### src/rtl/fetch_pkg.sv
// Shared types and defaults for the instruction-fetch front end.
// Holds the fetch FSM state encoding and the prefetch queue entry layout.
package fetch_pkg;

  typedef enum logic [1:0] {
    IDLE,
    FETCH,
    DRAIN
  } fetch_state_e;

  localparam int unsigned DEF_PC_STEP  = 4;
  localparam logic [31:0] DEF_RESET_PC = 32'h0;

  typedef struct packed {
    logic [31:0] pc;
    logic [31:0] instruction;
  } fetch_entry_t;

endpackage

### src/rtl/fetch_queue.sv
// Prefetch FIFO of {pc, instruction} entries with flush, push and pop.
// Head outputs read zero while the queue is empty.
module fetch_queue #(
  parameter int XLEN  = 32,
  parameter int ILEN  = 32,
  parameter int DEPTH = 4,
  localparam int PW   = $clog2(DEPTH),
  localparam int CW   = PW + 1
) (
  input  logic            clk,
  input  logic            rst_n,
  input  logic            i_flush,
  input  logic            i_push,
  input  logic [XLEN-1:0] i_push_pc,
  input  logic [ILEN-1:0] i_push_ins,
  input  logic            i_pop,
  output logic            o_valid,
  output logic [XLEN-1:0] o_pc,
  output logic [ILEN-1:0] o_ins,
  output logic [CW-1:0]   o_count
);

  typedef struct packed {
    logic [XLEN-1:0] pc;
    logic [ILEN-1:0] instruction;
  } entry_t;

  entry_t        r_mem [DEPTH];
  logic [PW-1:0] r_wr_ptr;
  logic [PW-1:0] r_rd_ptr;
  logic [CW-1:0] r_count;
  logic          w_pop;
  entry_t        w_head;

  assign o_valid = (r_count != '0);
  assign o_count = r_count;
  assign w_pop   = i_pop && o_valid;
  assign w_head  = r_mem[r_rd_ptr];
  assign o_pc    = o_valid ? w_head.pc : '0;
  assign o_ins   = o_valid ? w_head.instruction : '0;

  always_ff @(posedge clk or negedge rst_n) begin
    if (!rst_n) begin
      r_wr_ptr <= '0;
      r_rd_ptr <= '0;
      r_count  <= '0;
    end else if (i_flush) begin
      r_wr_ptr <= '0;
      r_rd_ptr <= '0;
      r_count  <= '0;
    end else begin
      if (i_push) r_wr_ptr <= r_wr_ptr + PW'(1);
      if (w_pop) r_rd_ptr <= r_rd_ptr + PW'(1);
      if (i_push && !w_pop) r_count <= r_count + CW'(1);
      else if (!i_push && w_pop) r_count <= r_count - CW'(1);
    end
  end

  // Storage needs no reset: nothing is visible until count says so.
  always_ff @(posedge clk) begin
    if (i_push && !i_flush) r_mem[r_wr_ptr] <= '{pc: i_push_pc, instruction: i_push_ins};
  end

  a_no_overflow: assert property (@(posedge clk) disable iff (!rst_n)
    !(i_push && !i_flush && !w_pop && r_count == CW'(DEPTH)));

endmodule

### src/rtl/ins_fetch_unit.sv
// Instruction-fetch front end: PC generation, I-cache busy-wait
// handshake, redirect/drain handling and a prefetch queue to decode.
module ins_fetch_unit
  import fetch_pkg::*;
#(
  parameter int              XLEN        = 32,
  parameter int              ILEN        = 32,
  parameter int              QUEUE_DEPTH = 4,
  parameter logic [XLEN-1:0] RESET_PC    = XLEN'(DEF_RESET_PC),
  parameter int unsigned     PC_STEP     = DEF_PC_STEP,
  localparam int             CW          = $clog2(QUEUE_DEPTH) + 1
) (
  input  logic            CLK,
  input  logic            RESET_N,
  output logic [XLEN-1:0] INS_ADDR,
  output logic            INS_READ_EN,
  input  logic [ILEN-1:0] INS_DATA,
  input  logic            INS_CACHE_BUSY_WAIT,
  input  logic            REDIRECT_EN,
  input  logic [XLEN-1:0] REDIRECT_PC,
  output logic            DEC_VALID,
  output logic [ILEN-1:0] DEC_INSTRUCTION,
  output logic [XLEN-1:0] DEC_PC,
  input  logic            DEC_READY,
  output logic [CW-1:0]   QUEUE_COUNT
);

  fetch_state_e    r_state;
  fetch_state_e    w_next_state;
  logic [XLEN-1:0] r_fetch_pc;
  logic [XLEN-1:0] w_next_pc;
  logic [XLEN-1:0] r_pend_pc;
  logic [XLEN-1:0] w_next_pend;
  logic            w_push;
  logic            w_complete;
  logic            w_pop;
  logic [CW:0]     w_cnt_after;

  assign INS_ADDR    = r_fetch_pc;
  assign INS_READ_EN = (r_state == FETCH) || (r_state == DRAIN);
  assign w_complete  = INS_READ_EN && !INS_CACHE_BUSY_WAIT;
  assign w_pop       = DEC_VALID && DEC_READY;
  assign w_cnt_after = {1'b0, QUEUE_COUNT} + (CW+1)'(1) - (CW+1)'(w_pop);

  always_ff @(posedge CLK or negedge RESET_N) begin
    if (!RESET_N) begin
      r_state    <= IDLE;
      r_fetch_pc <= RESET_PC;
      r_pend_pc  <= RESET_PC;
    end else begin
      r_state    <= w_next_state;
      r_fetch_pc <= w_next_pc;
      r_pend_pc  <= w_next_pend;
    end
  end

  always_comb begin
    w_next_state = r_state;
    w_next_pc    = r_fetch_pc;
    w_next_pend  = r_pend_pc;
    w_push       = 1'b0;
    if (REDIRECT_EN) begin
      // A miss still in flight must finish at its own address first.
      if (INS_READ_EN && INS_CACHE_BUSY_WAIT) begin
        w_next_pend  = REDIRECT_PC;
        w_next_state = DRAIN;
      end else begin
        w_next_pc    = REDIRECT_PC;
        w_next_state = FETCH;
      end
    end else begin
      unique case (r_state)
        IDLE: begin
          if (QUEUE_COUNT < CW'(QUEUE_DEPTH)) w_next_state = FETCH;
        end
        FETCH: begin
          if (w_complete) begin
            w_push       = 1'b1;
            w_next_pc    = r_fetch_pc + XLEN'(PC_STEP);
            w_next_state = (w_cnt_after < (CW+1)'(QUEUE_DEPTH)) ? FETCH : IDLE;
          end
        end
        DRAIN: begin
          if (w_complete) begin
            w_next_pc    = r_pend_pc;
            w_next_state = FETCH;
          end
        end
        default: w_next_state = IDLE;
      endcase
    end
  end

  fetch_queue #(
    .XLEN (XLEN),
    .ILEN (ILEN),
    .DEPTH(QUEUE_DEPTH)
  ) u_queue (
    .clk       (CLK),
    .rst_n     (RESET_N),
    .i_flush   (REDIRECT_EN),
    .i_push    (w_push),
    .i_push_pc (r_fetch_pc),
    .i_push_ins(INS_DATA),
    .i_pop     (DEC_READY),
    .o_valid   (DEC_VALID),
    .o_pc      (DEC_PC),
    .o_ins     (DEC_INSTRUCTION),
    .o_count   (QUEUE_COUNT)
  );

endmodule

### config.mk
export PLATFORM = sky130hd
export DESIGN_NAME = ins_fetch_unit
export DESIGN_NICKNAME = d
export VERILOG_FILES = /design/src/rtl/fetch_pkg.sv /design/src/rtl/fetch_queue.sv /design/src/rtl/ins_fetch_unit.sv
export SDC_FILE = /design/constraint.sdc
export NUM_CORES = 1
export LEC_CHECK = 0
export CAP_MARGIN = 20
export CORE_MARGIN = 1
export CORE_UTILIZATION = 40
export DETAILED_ROUTE_END_ITERATION = 8
export GPL_TIMING_DRIVEN = 0
export PLACE_DENSITY = 0.65
export SETUP_SLACK_MARGIN = 0.02
export SLEW_MARGIN = 5
export SYNTH_ARGS = -nofsm -noshare
export SYNTH_HDL_FRONTEND = slang
export SYNTH_HIERARCHICAL = 1
export SYNTH_SLANG_ARGS = --single-unit
export TNS_END_PERCENT = 5
### constraint.sdc
create_clock -name CLK -period 4.7 [get_ports CLK]
set_input_delay 0.94 -clock CLK [delete_from_list [all_inputs] [get_ports CLK]]
set_output_delay 0.94 -clock CLK [all_outputs]
set_load 0.02 [all_outputs]
## Word level (Yosys, flattened, before mapping)

Memory sizes are Yosys's and may differ from the RTL's.
Index checks and enable logic that the tools add are counted.

| operators by class | value |
|---|---|
| magnitude comparators | 2 |
| reduce and logical (&&, ||, !) cells | 20 |
| mux-type cells | 26 |
| equality and inequality tests | 6 |
| $add $sub $neg | 7 |

Operators with widths:

| kind | count |
|---|---|
| 2-to-1 mux 32 bit | 6 |
| case mux 32 bit (2 select lines) | 1 |
| adder 32 x 3 -> 32 bit, second input constant | 1 |
| 2-to-1 mux 2 bit | 9 |
| 2-to-1 mux 3 bit | 3 |
| inequality test 3 bit, second input constant | 3 |
| nonzero test 3 bit | 3 |
| logical AND 1 bit | 6 |
| 2-to-1 mux 1 bit | 6 |
| case mux 2 bit (3 select lines) | 1 |
| adder 2 x 1 -> 2 bit, second input constant | 2 |
| adder 3 x 1 -> 4 bit, second input constant | 1 |
| logical NOT 1 bit | 4 |
| < comparator 4 x 3 -> 1 bit, second input constant | 1 |
| AND reduction 4 bit | 1 |
| nonzero test 2 bit | 2 |
| subtractor 4 x 1 -> 4 bit | 1 |
| adder 3 x 1 -> 3 bit, second input constant | 1 |
| < comparator 3 bit, second input constant | 1 |
| AND reduction 3 bit | 1 |
| subtractor 3 x 1 -> 3 bit, second input constant | 1 |
| equality test 2 x 1 -> 1 bit, second input constant | 1 |
| equality test 2 bit, second input constant | 1 |
| logical NOT 2 bit | 1 |
| other kinds (3) | 3 |

| storage, ports and cells | value |
|---|---|
| bits in writable memories | 256 |
| input port bits | 69 |
| output and inout bits | 101 |
| flip-flop bits (word level) | 73 |
| memories kept | 1 |
| logic and storage cells | 68 |

Memory list:

| memory | depth | width | read ports | clocked after Yosys merged registers in | write ports | line | source |
|---|---|---|---|---|---|---|---|
| u_queue.r_mem | 4 | 64 | 1 | 0 | 1 | fetch_queue.sv:28 | `entry_t r_mem [DEPTH];` |

## Logic depth before layout (Yosys ltp)

Gate-level depths: netlist of run 1.

| logic depth | value |
|---|---|
| depth after elaboration | 11 |
| depth in mapped cells | 10 |
| depth with buffers taken out | 8 |

## Cells and area by module

The synthesis of run 1 kept the hierarchy.

Modules (own cells, without submodules):

| module | seq. area each (µm²) | cells each | area an instance (µm²) | times used |
|---|---|---|---|---|
| fetch_queue | 7,862.5 | 465 | 10,171.0 | 1 |
| ins_fetch_unit | 1,651.6 | 401 | 3,762.4 | 1 |

## Least setup slack after synthesis of run 1

OpenSTA, ideal clock, no wires.

| timing | value |
|---|---|
| path type | in2reg |
| start | in REDIRECT_EN |
| end | mem u_queue/r_mem[0][0] (netlist name), enable pin |
| data arrival time | 3,551 ps |
| buffers on the path | 2 |
| setup time | 429 ps |
| required time | 4,271 ps |
| setup slack | 720 ps |
| cell stages on the path | 6 |
| cell sequence | clkbuf_1 -> nor2_1 -> and3_1 -> clkbuf_1 -> nor2b_1 -> and2_1 |

| between the ends | value |
|---|---|
| longest elaborated chain between the ends | 4 |
| elaborated cells on any way between the ends | 5 |
| those cells by class | 3 x mux; 2 x reduce/logical |

Ends and longest elaborated chain:

| item | line | source |
|---|---|---|
| start: declaration | ins_fetch_unit.sv:19 | `input logic REDIRECT_EN,` |
| 2-to-1 mux 1 bit | ins_fetch_unit.sv:62 | `if (REDIRECT_EN) begin` |
| via w_push | ins_fetch_unit.sv:34 | `logic w_push;` |
| logical AND 1 bit | fetch_queue.sv:61 | `if (i_push && !i_flush) r_mem[r_wr_ptr] <= '{pc: i_push_pc, instruction: i_push_ins};` |
| 2-to-1 mux 1 bit | fetch_queue.sv:61 |  |
| 2-to-1 mux 1 bit (implied by the code) | fetch_queue.sv:61 |  |
| end: declaration | fetch_queue.sv:28 |  |

The timed path passes the listed nets, and every way through them passes these cells.

## Worst setup path in the final report of run 1

| timing | value |
|---|---|
| start | in REDIRECT_EN |
| end | mem u_queue/r_mem[3][62] (netlist name), enable pin |

The elaborated chain is that of the path after synthesis.

==> qor_table.md, run 1 <==
| Parameter | Value | Unit |
| --- | --- | --- |
| Initial antenna violation count | 0 | - |
| # port buffers | 169 | - |
| Critical path class | in -> reg | - |
| First-pass iteration count of the detailed router | 5 | - |
| Fin. max-slew vios | 0 | - |
| Count of endpoints failing hold in the final timing report | 0 | - |
| Number of nets in the layout | 1159 | - |
| Maxcap violations | 0 | - |
| Combined area of the multi-input logic cells | 4100 | µm² |
| Path type of the worst min-delay path | in -> async | - |
| Total instance count after detailed placement | 1488 | - |
| Sequential cell area | 9510 | µm² |
| Floorplan die area | 35600 | µm² |
| Area of the core | 33900 | µm² |
| Clock sink count | 329 | - |
| Area grow syn2layout | 26.0 | % |
| Post-synth EDFFs | 256 | - |
| Placement row count | 67 | - |
| CTS tree | yes | - |
| Share of synthesized area occupied by flip-flops and latches | 68.3 | % |
| Non-filler cells, final | 1557 | - |
| Number of CTS-inserted buffers | 38 | - |
| Data required time of the worst path | 4900 | ps |
| Ratio of routed vias to standard cells | 5.39 | - |
| List of most frequent post-synthesis cells | sky130_fd_sc_hd__edfxtp_1, sky130_fd_sc_hd__dfrtp_1, sky130_fd_sc_hd__and2_1, sky130_fd_sc_hd__mux4_2, sky130_fd_sc_hd__nand2_1 | - |
| Total via count after detailed routing | 8386 | - |
| Post-synthesis instance area | 13900 | µm² |
| Finish-stage setup viols | 0 | - |
| Comb power frac | 36.8 | % |
| Routed wire length | 33.2 | mm |
| Achievable frequency | 0.258 | GHz |
| Unrepaired setup endpoints after global routing | no | - |
| Util after Layout | 51.8 | % |
| Post-Route Setup TNS | 0 | ps |
| Distinct cells, synth | 54 | - |
| Cell taking the most area after synthesis | sky130_fd_sc_hd__edfxtp_1 | - |
| Average detailed-routed wire length per instance | 21.3 | µm |
| Post-CTS resize count | 0 | - |
| Reg2reg path depth | 8 | - |
| Endpoint of the most critical register-to-register path | u_queue/r_mem[3][62] | - |
| Worst skew pair latency | 520 | ps |
| Post-CTS repair timing setup buffer count | 0 | - |
| Global-route wire length before repair | 50.1 | mm |
| GR Overflow Total | 0 | - |
| Post-CTS Hold Fix Bufs | 0 | - |
| Maximum number of pins on one net before global-route repair | 62 | - |
| Number of remaining DRC errors | 0 | - |
| Arr. time, crit path | 4080 | ps |
| Number of diodes added for antenna fixing | 0 | - |
| Chip width | 189 | µm |
| Biggest area contributors in the synthesized netlist | sky130_fd_sc_hd__edfxtp_1, sky130_fd_sc_hd__dfrtp_1, sky130_fd_sc_hd__mux4_2 | - |
| Sw frac | 34.3 | % |
| Highest ir drop seen on vdd | 0.320 | mV |
| Number of antenna-violating nets in the routed design | 0 | - |
| Clock Power Share | 25.8 | % |
| Switching pwr | 0.00382 | W |
| Most frequent cell after synthesis | sky130_fd_sc_hd__edfxtp_1 | - |
| Pleak | 6.00 | nW |
| Synthesized instance count | 866 | - |
| Number of global-route vias before repair | 8229 | - |
| Count of boundary I/O pins | 170 | - |
| Avg Synthesized Cell Area | 16.1 | µm² |
| Initial cell density of the core | 41.1 | % |
| Number of warnings reported in the yosys synthesis log | 6 | - |
| Headroom to the max-slew limit | 42.3 | % |
| Ratio of total power to cell area | 635 | nW/µm² |
| Global routing usage summed across all routing layers | 18.6 | % |
| Gpl congestion | 0.846 | - |
| Portion of total power attributed to sequential cells | 37.3 | % |
| Element type at the critical path end | flop | - |
| Root buf cell | sky130_fd_sc_hd__clkbuf_16 | - |
| Worst R2R Start | r_state[0] | - |
| H-Tree Level Count | 2 | - |
| Placed wire-length estimate after detailed placement | 21.5 | mm |
| Fill cell total of the finished layout | 2865 | - |
| Clk pin slew, worst setup/hold paths | 60 | ps |
| Top FF cell, synth | sky130_fd_sc_hd__edfxtp_1 | - |
| Async set-reset flop share out of synthesis | 22.2 | % |
| Chip height | 189 | µm |
| Fraction of layout cells with a size suffix above 1 | 16.1 | % |
| Critical Path Fanout Max | 33 | - |
| Tightest Pin Transition | 857 | ps |
| Setup slack, reg-to-reg | 1420 | ps |
| P_int | 0.00732 | W |
| Period utilisation layout | 82.4 | % |
| Max clock buf depth | 3 | - |
| Post-synth top area share | 55.2 | % |
| Shortest period the worst path allows | 3870 | ps |
| Outcome | finished, final reports clean | - |
| Count of state elements after synthesis | 329 | - |
| CP startpoint kind | primary input | - |
| DRC marker count from the first detailed-route iteration | 763 | - |
| Nets in the synthesized netlist | 945 | - |
| Max Clock Skew | 8.28 | ps |
[logic make-up (layout without fill, tap and decap cells)]
group,count (synthesis),count (layout),share of synthesized area (%)
flops,329,329,68.3
simple gates,221,221,8.78
compound gates,123,123,5.72
mux,93,93,12.6
buf+inv,70,313,2.36
xor+xnor,20,20,1.26
fa+ha+maj,10,10,0.952
[cell usage in the layout, fill, tap and decap left out, drive strengths merged, types with 6 or more instances in the layout]
| master | count |
|---|---|
| or3 | 6 |
| buf | 30 |
| o21ai | 41 |
| nor3 | 7 |
| a21oi | 22 |
| xnor2 | 12 |
| nand3 | 20 |
| nor2 | 32 |
| o2bb2ai | 7 |
| a222oi | 6 |
| nor4 | 9 |
| inv | 24 |
| ha | 9 |
| nand2 | 44 |
| a21o | 7 |
| mux4 | 64 |
| mux2 | 24 |
| clkdlybuf4s50 | 168 |
| and3 | 12 |
| clkbuf | 69 |
| and2 | 70 |
| edfxtp | 256 |
| dfrtp | 73 |
| clkinv | 16 |
| xor2 | 8 |
[per-layer routing]
layer / global-route usage [%] / vias to the layer above / part of all wire (%)
met5: 0 / - / 0
met4: 4.87 / 0 / 2.0
met3: 3.46 / 47 / 6.5
met2: 29.8 / 304 / 48
met1: 26.2 / 4241 / 43
li1: - / 3794 / -
[critical path: stages]
cell and delay (ps):
sky130_fd_sc_hd__clkdlybuf4s50_1 550, sky130_fd_sc_hd__clkbuf_1 360, sky130_fd_sc_hd__nor2_1 250, sky130_fd_sc_hd__and3_1 330
sky130_fd_sc_hd__clkbuf_1 430, sky130_fd_sc_hd__nor2b_1 310, sky130_fd_sc_hd__and2_4 570, sky130_fd_sc_hd__buf_12 310
[how the worst max path moves through the flow]
stage | startpoint | endpoint | slack [ps] | depth (start not counted)
floorplan | REDIRECT_EN | u_queue/r_mem[0][0] | 720 | 6
global placement | REDIRECT_EN | u_queue/r_mem[0][59] | -1620 | 7
detailed placement | REDIRECT_EN | u_queue/r_mem[3][59] | 320 | 8
CTS | u_queue/o_count[2] | DEC_PC[30] | 800 | 5
global route | REDIRECT_EN | u_queue/r_mem[3][62] | 650 | 8
finish | REDIRECT_EN | u_queue/r_mem[3][62] | 830 | 8
[final cells by class]
class / count / area share, %
inverters: 22 / 0.470
clock buffers: 45 / 5.68
plain buffers: 48 / 1.40
flip-flops and latches: 329 / 54.2
repair buffers: 174 / 10.4
well taps: 448 / 3.19
multi-input cells: 467 / 23.4
clock inverters: 24 / 1.35
[flip-flops by register name, indices dropped and copies added, names as in the netlist]
name and flops:
r_state 2, u_queue/o_count 3, u_queue/r_wr_ptr 2, u_queue/r_mem 256, r_pend_pc 32, u_queue/r_rd_ptr 2
INS_ADDR 32
[power by group through the flow]
stage,clock network (W),registers [W],logic [W]
after floorplan,0,0.00421,0.00226
after global placement,0,0.00420,0.00411
after detailed placement,0,0.00421,0.00415
after CTS,0.00295,0.00416,0.00416
after global routing,0.00307,0.00423,0.00439
final,0.00288,0.00416,0.00410
[metrics by stage]
stage | hold WS (ps) | worst slack [ps] | area [µm²] | total power (W)
floorplan | 450 | 720 | 13900 | 0.00647
global placement | 462 | -1620 | 16200 | 0.00831
detailed placement | 471 | 325 | 16300 | 0.00836
CTS | 267 | 799 | 17600 | 0.0113
global route | 272 | 648 | 17600 | 0.0117
finish | 276 | 827 | 17600 | 0.0111
Power figures use the tool's default switching activity.
==> run 2, diff against run 1 <==
==> constraint.sdc (replaced) <==
create_clock -name CLK -period 3.6 [get_ports CLK]
set_input_delay 0.72 -clock CLK [delete_from_list [all_inputs] [get_ports CLK]]
set_output_delay 0.72 -clock CLK [all_outputs]
set_load 0.02 [all_outputs]
==> qor_table.md, run 2 (synthesis results as in run 1) <==
| Parameter | Value | Unit |
| --- | --- | --- |
| Number of CTS-inserted buffers | 36 | - |
| Clk pin slew, worst setup/hold paths | 70 | ps |
| Highest-count cells in the layout ignoring fill and taps | sky130_fd_sc_hd__edfxtp_1, sky130_fd_sc_hd__clkdlybuf4s50_1, sky130_fd_sc_hd__dfrtp_1, sky130_fd_sc_hd__and2_1, sky130_fd_sc_hd__mux4_2 | - |
| Number of nets in the layout | 1157 | - |
| Cell area reported after detailed placement | 16300 | µm² |
| Number of global-route vias before repair | 8206 | - |
| Power after layout | 0.0145 | W |
| Global-route wire length before repair | 50.3 | mm |
| Clock sink count | 329 | - |
| First-pass iteration count of the detailed router | 7 | - |
| Fill cell total of the finished layout | 2846 | - |
| Number of remaining DRC errors | 0 | - |
| Placement row count | 67 | - |
| Count of endpoints failing hold in the final timing report | 0 | - |
| Comb power frac | 36.8 | % |
| Initial cell density of the core | 41.1 | % |
| Pleak | 6.01 | nW |
| Post-Route Hold Slack | 68.8 | ps |
| Maximum number of pins on one net before global-route repair | 62 | - |
| Headroom to the max-slew limit | 42.2 | % |
| Critical path class | reg -> out | - |
| Worst skew pair latency | 510 | ps |
| Arr. time, crit path | 2700 | ps |
| Post-Route Setup TNS | 0 | ps |
| Max Clock Skew | 13.3 | ps |
| Critical Path Fanout Max | 10 | - |
| Placed wire-length estimate after detailed placement | 21.3 | mm |
| Total via count after detailed routing | 8327 | - |
| Data required time of the worst path | 2880 | ps |
| P_int | 0.00961 | W |
| Chip height | 189 | µm |
| Number of diodes added for antenna fixing | 0 | - |
| Ratio of routed vias to standard cells | 5.36 | - |
| Root buf cell | sky130_fd_sc_hd__clkbuf_16 | - |
| Shortest period the worst path allows | 3420 | ps |
| CTS tree | yes | - |
| Number of flip-flops in the largest register | 256 | - |
| Number of antenna-violating nets in the routed design | 0 | - |
| Portion of total power attributed to sequential cells | 37.3 | % |
| Achievable frequency | 0.293 | GHz |
| Area grow syn2layout | 26.0 | % |
| Period utilisation layout | 94.9 | % |
| Area of the core | 33900 | µm² |
| Finish-stage setup viols | 0 | - |
| Max clock buf depth | 3 | - |
| Unrepaired setup endpoints after global routing | yes | - |
| Floorplan die area | 35600 | µm² |
| Highest ir drop seen on vdd | 0.377 | mV |
| Routed wire length | 33.2 | mm |
| Combined area of the multi-input logic cells | 4100 | µm² |
| H-Tree Level Count | 2 | - |
| Element type at the critical path end | primary output | - |
| Global routing usage summed across all routing layers | 18.8 | % |
| Most common cell after layout, fill and taps aside | sky130_fd_sc_hd__edfxtp_1 | - |
| Maxcap violations | 0 | - |
| Post-CTS repair timing setup buffer count | 0 | - |
| Initial antenna violation count | 0 | - |
| # port buffers | 169 | - |
| Ratio of total power to cell area | 828 | nW/µm² |
| Clock Power Share | 25.8 | % |
| Post-CTS Hold Fix Bufs | 0 | - |
| GR Overflow Total | 0 | - |
| Sequential cell area | 9520 | µm² |
| Tightest Pin Transition | 867 | ps |
| DRC marker count from the first detailed-route iteration | 787 | - |
| Fin. max-slew vios | 0 | - |
| Switching pwr | 0.00492 | W |
| CP startpoint kind | flop | - |
| Sw frac | 33.9 | % |
| Fraction of layout cells with a size suffix above 1 | 16.3 | % |
| Average detailed-routed wire length per instance | 21.4 | µm |
| Count of boundary I/O pins | 170 | - |
| Cell area after layout | 17600 | µm² |
| Outcome | finished, final reports clean | - |
| Path type of the worst min-delay path | in -> async | - |
| Most flop-heavy register | u_queue/r_mem | - |
| Gpl congestion | 0.851 | - |
| Post-CTS resize count | 3 | - |
| Chip width | 189 | µm |
[run 2: through the flow]
step | std cells | setup slack, ps | util (%)
global route | 1554 | 13.8 | 51.8
detailed placement | 1488 | -404 | 48.2
global placement | 1483 | -2500 | 47.8
CTS | 1554 | 55.2 | 51.8
finish | 1554 | 184 | 51.8
floorplan | 866 | -164 | -
[run 2: power groups by stage]
stage / Sequential [W] / Clock [W] / Combinational, W
2_1_floorplan: 0.00549 / 0 / 0.00295
3_3_place_gp: 0.00548 / 0 / 0.00536
3_5_place_dp: 0.00550 / 0 / 0.00541
4_1_cts: 0.00543 / 0.00385 / 0.00544
5_1_grt: 0.00552 / 0.00399 / 0.00576
6_report: 0.00542 / 0.00375 / 0.00535
[run 2: worst max-delay path, stage by stage (launching register included)]
cell                              delay, ps
sky130_fd_sc_hd__dfrtp_1                460
sky130_fd_sc_hd__or3_1                  480
sky130_fd_sc_hd__buf_2                  260
sky130_fd_sc_hd__clkbuf_2               230
sky130_fd_sc_hd__and2_1                 200
sky130_fd_sc_hd__clkdlybuf4s50_1        540
[run 2: cell type report]
type                       instances  area share [%]
buffer                            48            1.43
clock buffer                      55            6.00
clock inverter                    11           0.913
inverter                          22           0.471
multi-input combinational        467            23.4
sequential                       329            54.2
tap                              448            3.19
timing repair buffer             174            10.4
[run 2: final timing paths]
path	endpoint	cells after the start	slack (ps)	from
max reg2reg	INS_ADDR[13]	8	460	r_state[0]
max	DEC_PC[30]	5	180	u_queue/o_count[1]
max in group asynchronous	u_queue/o_count[2]	2	2930	RESET_N
min reg2reg	r_pend_pc[13]	2	480	r_pend_pc[13]
min	r_pend_pc[26]	1	70	RESET_N
min in group CLK	r_pend_pc[13]	2	480	r_pend_pc[13]
[run 2: routing by layer]
layer  vias to the layer above  GRT usage [%]  share of wire (%)
li1                       3784              -                  -
met3                        43           3.65                5.8
met5                         -              0                  0
met1                      4232           26.9                 45
met2                       268           29.8                 47
met4                         0           4.19                1.6
